## config.mk

```make
export PLATFORM = sky130hd
export DESIGN_NAME = instr_loader
export DESIGN_NICKNAME = d
export VERILOG_FILES = /design/src/rtl/instr_loader.sv
export SDC_FILE = /design/constraint.sdc
export NUM_CORES = 1
export LEC_CHECK = 0
export CORE_ASPECT_RATIO = 2
export CORE_UTILIZATION = 49
export DETAILED_ROUTE_END_ITERATION = 7
export PLACE_DENSITY = 0.89
export SYNTH_ARGS = -nofsm -noshare
export SYNTH_HDL_FRONTEND = slang
export SYNTH_SLANG_ARGS = --single-unit
```

## constraint.sdc

```tcl
create_clock -name clk -period 2 [get_ports clk]
set_input_delay 0.2 -clock clk [delete_from_list [all_inputs] [get_ports clk]]
set_output_delay 0.2 -clock clk [all_outputs]
set_load 0.02 [all_outputs]
```

## src/rtl/instr_loader.sv

```systemverilog
// Byte-stream program loader: packs little-endian bytes into 32-bit words, writes them to instruction
// memory, holds the datapath in reset until a zero terminator word is stored. Option: LOADER_CHECKSUM_EN.
module instr_loader #(
    parameter int DEPTH  = 64,
    parameter int ADDR_W = 8
) (
    input  logic              clk,
    input  logic              reset,
    input  logic              start,
    input  logic              byte_valid,
    input  logic [7:0]        byte_data,
    output logic              byte_ready,
    output logic              mem_we,
    output logic [ADDR_W-1:0] mem_addr,
    output logic [31:0]       mem_wdata,
    output logic              cpu_reset,
    output logic              done,
    output logic              error,
    output logic [ADDR_W-1:0] word_count
);

    typedef enum logic [2:0] {
        S_ASSEMBLE,
        S_WRITE,
        S_DONE,
        S_ERROR
`ifdef LOADER_CHECKSUM_EN
        , S_CHECK
`endif
    } state_t;

    localparam logic [ADDR_W-1:0] LAST_IDX = ADDR_W'(DEPTH - 1);

    state_t            r_state;
    state_t            w_next_state;
    logic [1:0]        r_byte_idx;
    logic [ADDR_W-1:0] r_word_idx;
    logic [ADDR_W-1:0] r_word_count;
    logic [31:0]       r_word;
    logic              w_accept;
`ifdef LOADER_CHECKSUM_EN
    logic [7:0]        r_csum;
`endif

    always_comb begin
        // NOTE: every output and next-state gets a default first so no path can infer a latch.
        w_next_state = r_state;
        byte_ready   = 1'b0;
        mem_we       = 1'b0;
        done         = 1'b0;
        error        = 1'b0;
        cpu_reset    = 1'b1;

        case (r_state)
            S_ASSEMBLE: byte_ready = 1'b1;
            S_WRITE:    mem_we     = 1'b1;
            S_DONE: begin
                done      = 1'b1;
                cpu_reset = 1'b0;
            end
            S_ERROR:    error      = 1'b1;
`ifdef LOADER_CHECKSUM_EN
            S_CHECK:    byte_ready = 1'b1;
`endif
            default: ;
        endcase

        w_accept = byte_valid && byte_ready;

        case (r_state)
            S_ASSEMBLE: if (w_accept && r_byte_idx == 2'd3) w_next_state = S_WRITE;
            S_WRITE: begin
                if (r_word == 32'd0)
`ifdef LOADER_CHECKSUM_EN
                    w_next_state = S_CHECK;
`else
                    w_next_state = S_DONE;
`endif
                else if (r_word_idx == LAST_IDX)
                    w_next_state = S_ERROR;
                else
                    w_next_state = S_ASSEMBLE;
            end
            S_DONE, S_ERROR: if (start) w_next_state = S_ASSEMBLE;
`ifdef LOADER_CHECKSUM_EN
            S_CHECK: if (w_accept) w_next_state = (byte_data == r_csum) ? S_DONE : S_ERROR;
`endif
            default: w_next_state = S_ASSEMBLE;
        endcase
    end

    // The instruction memory lives outside this block; reset only clears the loader's own state.
    always_ff @(posedge clk or posedge reset) begin
        if (reset) begin
            r_state      <= S_ASSEMBLE;
            r_byte_idx   <= '0;
            r_word_idx   <= '0;
            r_word_count <= '0;
            r_word       <= '0;
`ifdef LOADER_CHECKSUM_EN
            r_csum       <= '0;
`endif
        end else begin
            // NOTE: non-blocking assignments so every register samples pre-edge values.
            r_state <= w_next_state;
            case (r_state)
                S_ASSEMBLE: if (w_accept) begin
                    r_word[{r_byte_idx, 3'b000} +: 8] <= byte_data;
                    r_byte_idx <= r_byte_idx + 2'd1;
`ifdef LOADER_CHECKSUM_EN
                    r_csum     <= r_csum ^ byte_data;
`endif
                end
                S_WRITE: begin
                    r_word_count <= r_word_count + 1'b1;
                    if (w_next_state == S_ASSEMBLE) r_word_idx <= r_word_idx + 1'b1;
                end
                S_DONE, S_ERROR: if (start) begin
                    r_byte_idx   <= '0;
                    r_word_idx   <= '0;
                    r_word_count <= '0;
`ifdef LOADER_CHECKSUM_EN
                    r_csum       <= '0;
`endif
                end
                default: ;
            endcase
        end
    end

    assign mem_addr   = {r_word_idx[ADDR_W-3:0], 2'b00};
    assign mem_wdata  = r_word;
    assign word_count = r_word_count;

endmodule
```

## After elaboration in Yosys (flattened, before gate mapping)

Cells that the tools add are included.

- Bits of input ports: 12
- Flip-flop bits (word level): 53

- Equal/unequal tests: 8
- Shifts and indexed selects: 2
- Mux-type cells: 18
- $add $sub $neg: 4
- Reductions and logical operators: 12

Operators with widths:

| operator | count |
|---|---|
| $bwmux W32 | 1 |
| $logic_not A32 Y1 | 1 |
| $pmux W8 S2 | 2 |
| $shift A8 B7 Y32 const A | 1 |
| $shiftx A8 B7 Y32 | 1 |
| $add A8 B1 Y8 const B | 2 |
| $mux W8 | 2 |
| $pmux W3 S3 | 1 |
| $eq A8 B6 Y1 const B | 1 |
| $mux W2 | 4 |
| $neg A5 Y7 | 1 |
| $eq A3 B2 Y1 const B | 2 |
| $logic_not A3 Y1 | 2 |
| $mux W3 | 2 |
| $ne A2 B2 Y1 const B | 3 |
| $reduce_and A3 Y1 | 2 |
| $mux W1 | 5 |
| $pmux W2 S2 | 1 |
| $reduce_and A2 Y1 | 2 |
| $reduce_bool A2 Y1 | 2 |
| $eq A3 B1 Y1 const B | 1 |
| $add A2 B1 Y2 const B | 1 |
| $eq A2 B2 Y1 const B | 1 |
| $logic_and A1 B1 Y1 | 2 |
| $reduce_or A2 Y1 | 1 |

## Logic depth before layout (Yosys ltp)

- Word-level depth: 9
- Gate-level depth with buffers: 7
- Gate-level depth less buffers: 6

## Worst setup path before layout

Ideal clock, no wire load.

- Kind: flip-flop to flip-flop
- Start: register r_state[0]
- End: register r_word[30], in the netlist mem_wdata[30]
- Cell stages (with the launch flop): 8
- Arrival: 1.696 ns
- Path slack: 0.175 ns
- Clock period less this slack: 1.825 ns
- Cells stage by stage: dfrtp_1 -> nor3_1 -> and2_1 -> buf_2 -> nand2_1 -> buf_2 -> nand2_1 -> o21ai_0

- Cells in the longest elaborated chain, start to end: 4

RTL lines:

| element | line | source |
|---|---|---|
| start, declared | 34 | `state_t r_state;` |
| start signal, assigned | 105 | `r_state <= w_next_state;` |
| $logic_not A3 Y1 | 54 | `case (r_state)` |
| $mux W1 | 54 |  |
| net byte_ready | 12 | `output logic byte_ready,` |
| $logic_and A1 B1 Y1 | 68 | `w_accept = byte_valid && byte_ready;` |
| $reduce_and A2 Y1 (no source line) | - |  |
| end signal, assigned by index | 108 | `r_word[{r_byte_idx, 3'b000} +: 8] <= byte_data;` |
| end, declared | 39 | `logic [31:0] r_word;` |

The timed path passes the listed nets, and every way through them passes these cells.
A chain may end at the register's enable or synchronous reset.

## Worst setup path in the final report

- Start: register r_word_idx[1]
- End: register r_word_idx[2]

- Cells in the longest elaborated chain, start to end: 7
- Elaborated cells on any way between the ends: 10
- Those cells by class: add/sub (1); eq/ne (2); mux (5); reduce/logical (2)

RTL lines:

| element | line | source |
|---|---|---|
| start, declared | 37 | `logic [ADDR_W-1:0] r_word_idx;` |
| start signal, assigned | 116 | `if (w_next_state == S_ASSEMBLE) r_word_idx <= r_word_idx + 1'b1;` |
| $eq A8 B6 Y1 | 79 | `else if (r_word_idx == LAST_IDX)` |
| $mux W2 | 79 |  |
| $mux W2 | 73 | `if (r_word == 32'd0)` |
| $pmux W3 S3 | 70 | `case (r_state)` |
| $logic_not A3 Y1 | 116 |  |
| $ne A2 B2 Y1 (no source line) | - |  |
| $reduce_and A3 Y1 (no source line) | - |  |

Parallel ways exist; a longest one is shown, timed or not. The select of a mux whose other input is x is not followed.

==> flow_metrics.py <==
metrics = {
    "hold_path": {
        "hp-class": "input pin to async pin",
    },
    "sta": {
        "setup_violations": 0,
        "fmax_mhz": 516,
        "layout_min_cycle_time_ns": 1.94,
        "skew_ns": 0.00623,
        "report.final.slew_viol_count": 0,
        "period_share_pct": 97.0,
        "tns_ns": 0,
        "hold_viol": 0,
        "setup_ws_ns": 0.0610,
    },
    "power_and_ir_drop": {
        "p_leak_nw": 1.51,
        "pwr_density_cell_mw_per_mm2": 1370,
        "p_total_mw": 4.72,
        "ir_drop_mv": 0.881,
    },
    "grt": {
        "grt_pass1_wl_um": 10800,
        "antenna_found_initial": 0,
        "overflow": 0,
        "track_usage_pct": 26.7,
        "first_global_vias": 2191,
        "grt_max_degree": 54,
    },
    "detailed_routing": {
        "post_drt_wl_per_cell_um": 17.1,
        "dr.pass1.iters": 4,
        "wl_um": 6950,
        "ant_nets": 0,
        "via_per_inst": 5.67,
        "first_iter_violations": 61,
        "dr_total_vias": 2308,
        "drc": 0,
    },
    "logic_synthesis": {
        "synth.avg_cell_area_um2": 9.27,
        "synth_cells": 281,
        "async_flop_share_pct": 100,
        "ys_warn_count": 0,
        "synth-simple-area-share_pct": 25.2,
        "synth_top_family_by_area": "simple AND/OR/NAND/NOR gates",
        "ys_types": 41,
        "synth_fa_ha_area_share_pct": 3.36,
        "ys_seq_elements": 53,
        "synth_flop_cell": "dfrtp_1",
        "synth_compound_area_share_pct": 12.3,
        "synth_area_mm2": 0.00260,
        "synth_edf_count": 0,
        "yosysSeqAreaShare_pct": 50.9,
        "synth_xor_area_share_pct": 2.02,
        "synth_mux_area_share_pct": 1.20,
    },
    "floorplan": {
        "ios": 65,
        "initial_utilization_pct": 50.7,
        "die_y_um": 105,
        "die_area_mm2": 0.00563,
        "rows": 37,
        "die_x_um": 53.5,
        "core-area_mm2": 0.00514,
    },
    "cells_and_area": {
        "final_area_mm2": 0.00344,
        "layout.nets": 367,
        "register_area_mm2": 0.00133,
        "multi_input_comb_area_mm2": 0.00121,
        "fin_util_pct": 66.9,
        "antenna_cells": 0,
        "syn_to_final_growth_pct": 32.1,
        "fillers": 414,
        "drive_above_1_share_pct": 9.46,
    },
    "worst_setup_path": {
        "cp-end-kind": "register",
        "reg2reg_to": "r_word_idx[2]$_DFFE_PP0P_",
        "rrSetupSlack_ns": 0.06,
        "ff2ff_path_depth": 6,
        "path_max_fanout": 5,
        "required_ns": 2.20,
        "crit_path_start_kind": "register",
        "cpMaxStageDelayCell": "dfrtp_1",
        "reg2reg_from": "r_word_idx[1]$_DFFE_PP0P_",
        "path_class": "register to register",
        "crit_arrival_ns": 2.14,
        "crit_path_max_incr_delay_ns": 0.43,
        "crit_chain": "ha_1, and3_1, and4_2, nor2_4, a31oi_1, a211o_1",
    },
    "clock_tree": {
        "clkTransAtPathRegs_ns": 0.09,
        "clock_latency_ns": 0.30,
        "clk_path_buf_depth": 2,
        "htreeDepth": 2,
        "cts-root-buf": "clkbuf_8",
        "cts_buffers": 5,
        "cts_tree": "built",
        "clkSinkCount": 53,
    },
    "place": {
        "port_buffers": 62,
        "dp_worst_setup_slack_ns": 0.0104,
        "post-dp-hpwl_um": 4980,
        "routabilityCongestion": 0.946,
        "place_area_mm2": 0.00330,
    },
    "job": {
        "max_cap_viol_count": 0,
    },
    "outcome": {
        "status": "finished clean",
    },
}
-- report_power, final --
part / internal [mW] / leakage (nW) / total (mW) / switching (mW)
Sequential: 1.40 / 0.702 / 1.73 / 0.328
Clock: 0.250 / 0.0395 / 0.585 / 0.336
Combinational: 1.04 / 0.763 / 2.41 / 1.37
-- flip-flops by register name, summed over array words and instances (netlist names) --
name	count
mem_wdata	32
r_byte_idx	2
r_state	3
r_word_idx	8
word_count	8
-- cell usage in the layout, fill, tap and decap left out, types with 2 or more instances in the layout --
cell	Yosys	layout
nor4_1	10	10
nor2_1	11	10
mux2i_1	2	2
nor2_4	1	2
clkbuf_1	1	3
nand3_1	5	5
nand2_1	78	78
a22o_1	2	2
and2_1	2	2
dfrtp_1	53	53
conb_1	1	3
a31oi_2	0	3
o21ai_0	35	35
ha_1	7	7
clkdlybuf4s50_1	0	61
xor2_1	5	5
nand2b_1	5	4
and3_1	4	4
nand4_1	4	4
nor3_1	5	5
buf_4	8	11
nor3b_1	3	3
a211o_1	6	6
inv_1	5	4
clkbuf_8	0	5
-- through the flow --
| step | std cells | hold slack, ns |
|---|---|---|
| 2_1_floorplan | 283 | 0.312 |
| 3_3_place_gp | 398 | 0.489 |
| 3_5_place_dp | 398 | 0.499 |
| 4_1_cts | 406 | 0.259 |
| 5_1_grt | 407 | 0.271 |
| 6_report | 407 | 0.236 |
-- worst max-delay path by stage --
stage	to	slack, ns	startpoint	cells past startpoint
floorplan	mem_wdata[30]$_DFFE_PP0P_	0.18	r_state[0]$_DFF_PP0_	7
detailed placement	r_word_idx[2]$_DFFE_PP0P_	0.01	r_word_idx[0]$_DFFE_PP0P_	6
global route	r_word_idx[2]$_DFFE_PP0P_	-0.007	r_word_idx[1]$_DFFE_PP0P_	6
finish	r_word_idx[2]$_DFFE_PP0P_	0.06	r_word_idx[1]$_DFFE_PP0P_	6
CTS	r_word_idx[0]$_DFFE_PP0P_	0.05	r_word_idx[0]$_DFFE_PP0P_	6
global placement	r_word_idx[2]$_DFFE_PP0P_	0.16	r_word_idx[0]$_DFFE_PP0P_	6
-- synth_stat cells, types with 2 or more instances --
master	count	area share (%)
ha_1	7	3.4
nand3_1	5	0.96
nor2_1	11	1.6
nand2_1	78	11
and3_1	4	0.96
inv_1	5	0.72
mux2i_1	2	0.77
nand2b_1	5	1.2
buf_2	7	1.3
o21ai_0	35	6.7
nor4_1	10	2.4
nor3b_1	3	0.86
a31oi_1	4	0.96
nand4_1	4	0.96
dfrtp_1	53	51
a22o_1	2	0.67
buf_4	8	2.3
nor3_1	5	0.96
and2_1	2	0.48
xor2_1	5	1.7
a211o_1	6	2.0
-- metal layers --
| metal | routed length [µm] | vias to the layer above | track usage (%) |
|---|---|---|---|
| li1 | - | 1085 | - |
| met1 | 2460 | 1111 | 29.7 |
| met2 | 3970 | 87 | 47.2 |
| met3 | 219 | 25 | 4.08 |
| met4 | 308 | 0 | 11.7 |
| met5 | 0 | - | 0 |
-- cell type report --
class                      instances  share of cell area (%)
sequential                        53                    38.6
multi-input combinational        208                    35.2
timing repair buffer              74                    21.0
clock buffer                       8                    2.33
tap                               58                    2.11
inverter                           6                   0.800
-- cell families after synthesis --
family          count (synthesis)
other cells                     1
flops                          53
buf+inv                        22
xor+xnor                        6
mux                             3
compound gates                 52
fa+ha+maj                       7
simple gates                  137
-- repair_timing --
item                                    4_1_cts  5_1_grt
hold buffers                                  0        0
endpoints found under the setup margin        2        7
pin swaps                                     0        3
cloned                                        0        0
setup buffers                                 0        1
hold endpoints to repair                      0        0
resized for setup                             2       11
-- worst max-delay path, delay by kind of cell, from the launching register on --
kind / cells / cell delay (ns)
AOI/OAI and AO/OA: 2 / 0.42
DFF: 1 / 0.43
and+or+nand+nor: 3 / 0.75
adders and majority gates: 1 / 0.23
(Power assumes the default switching activity.)
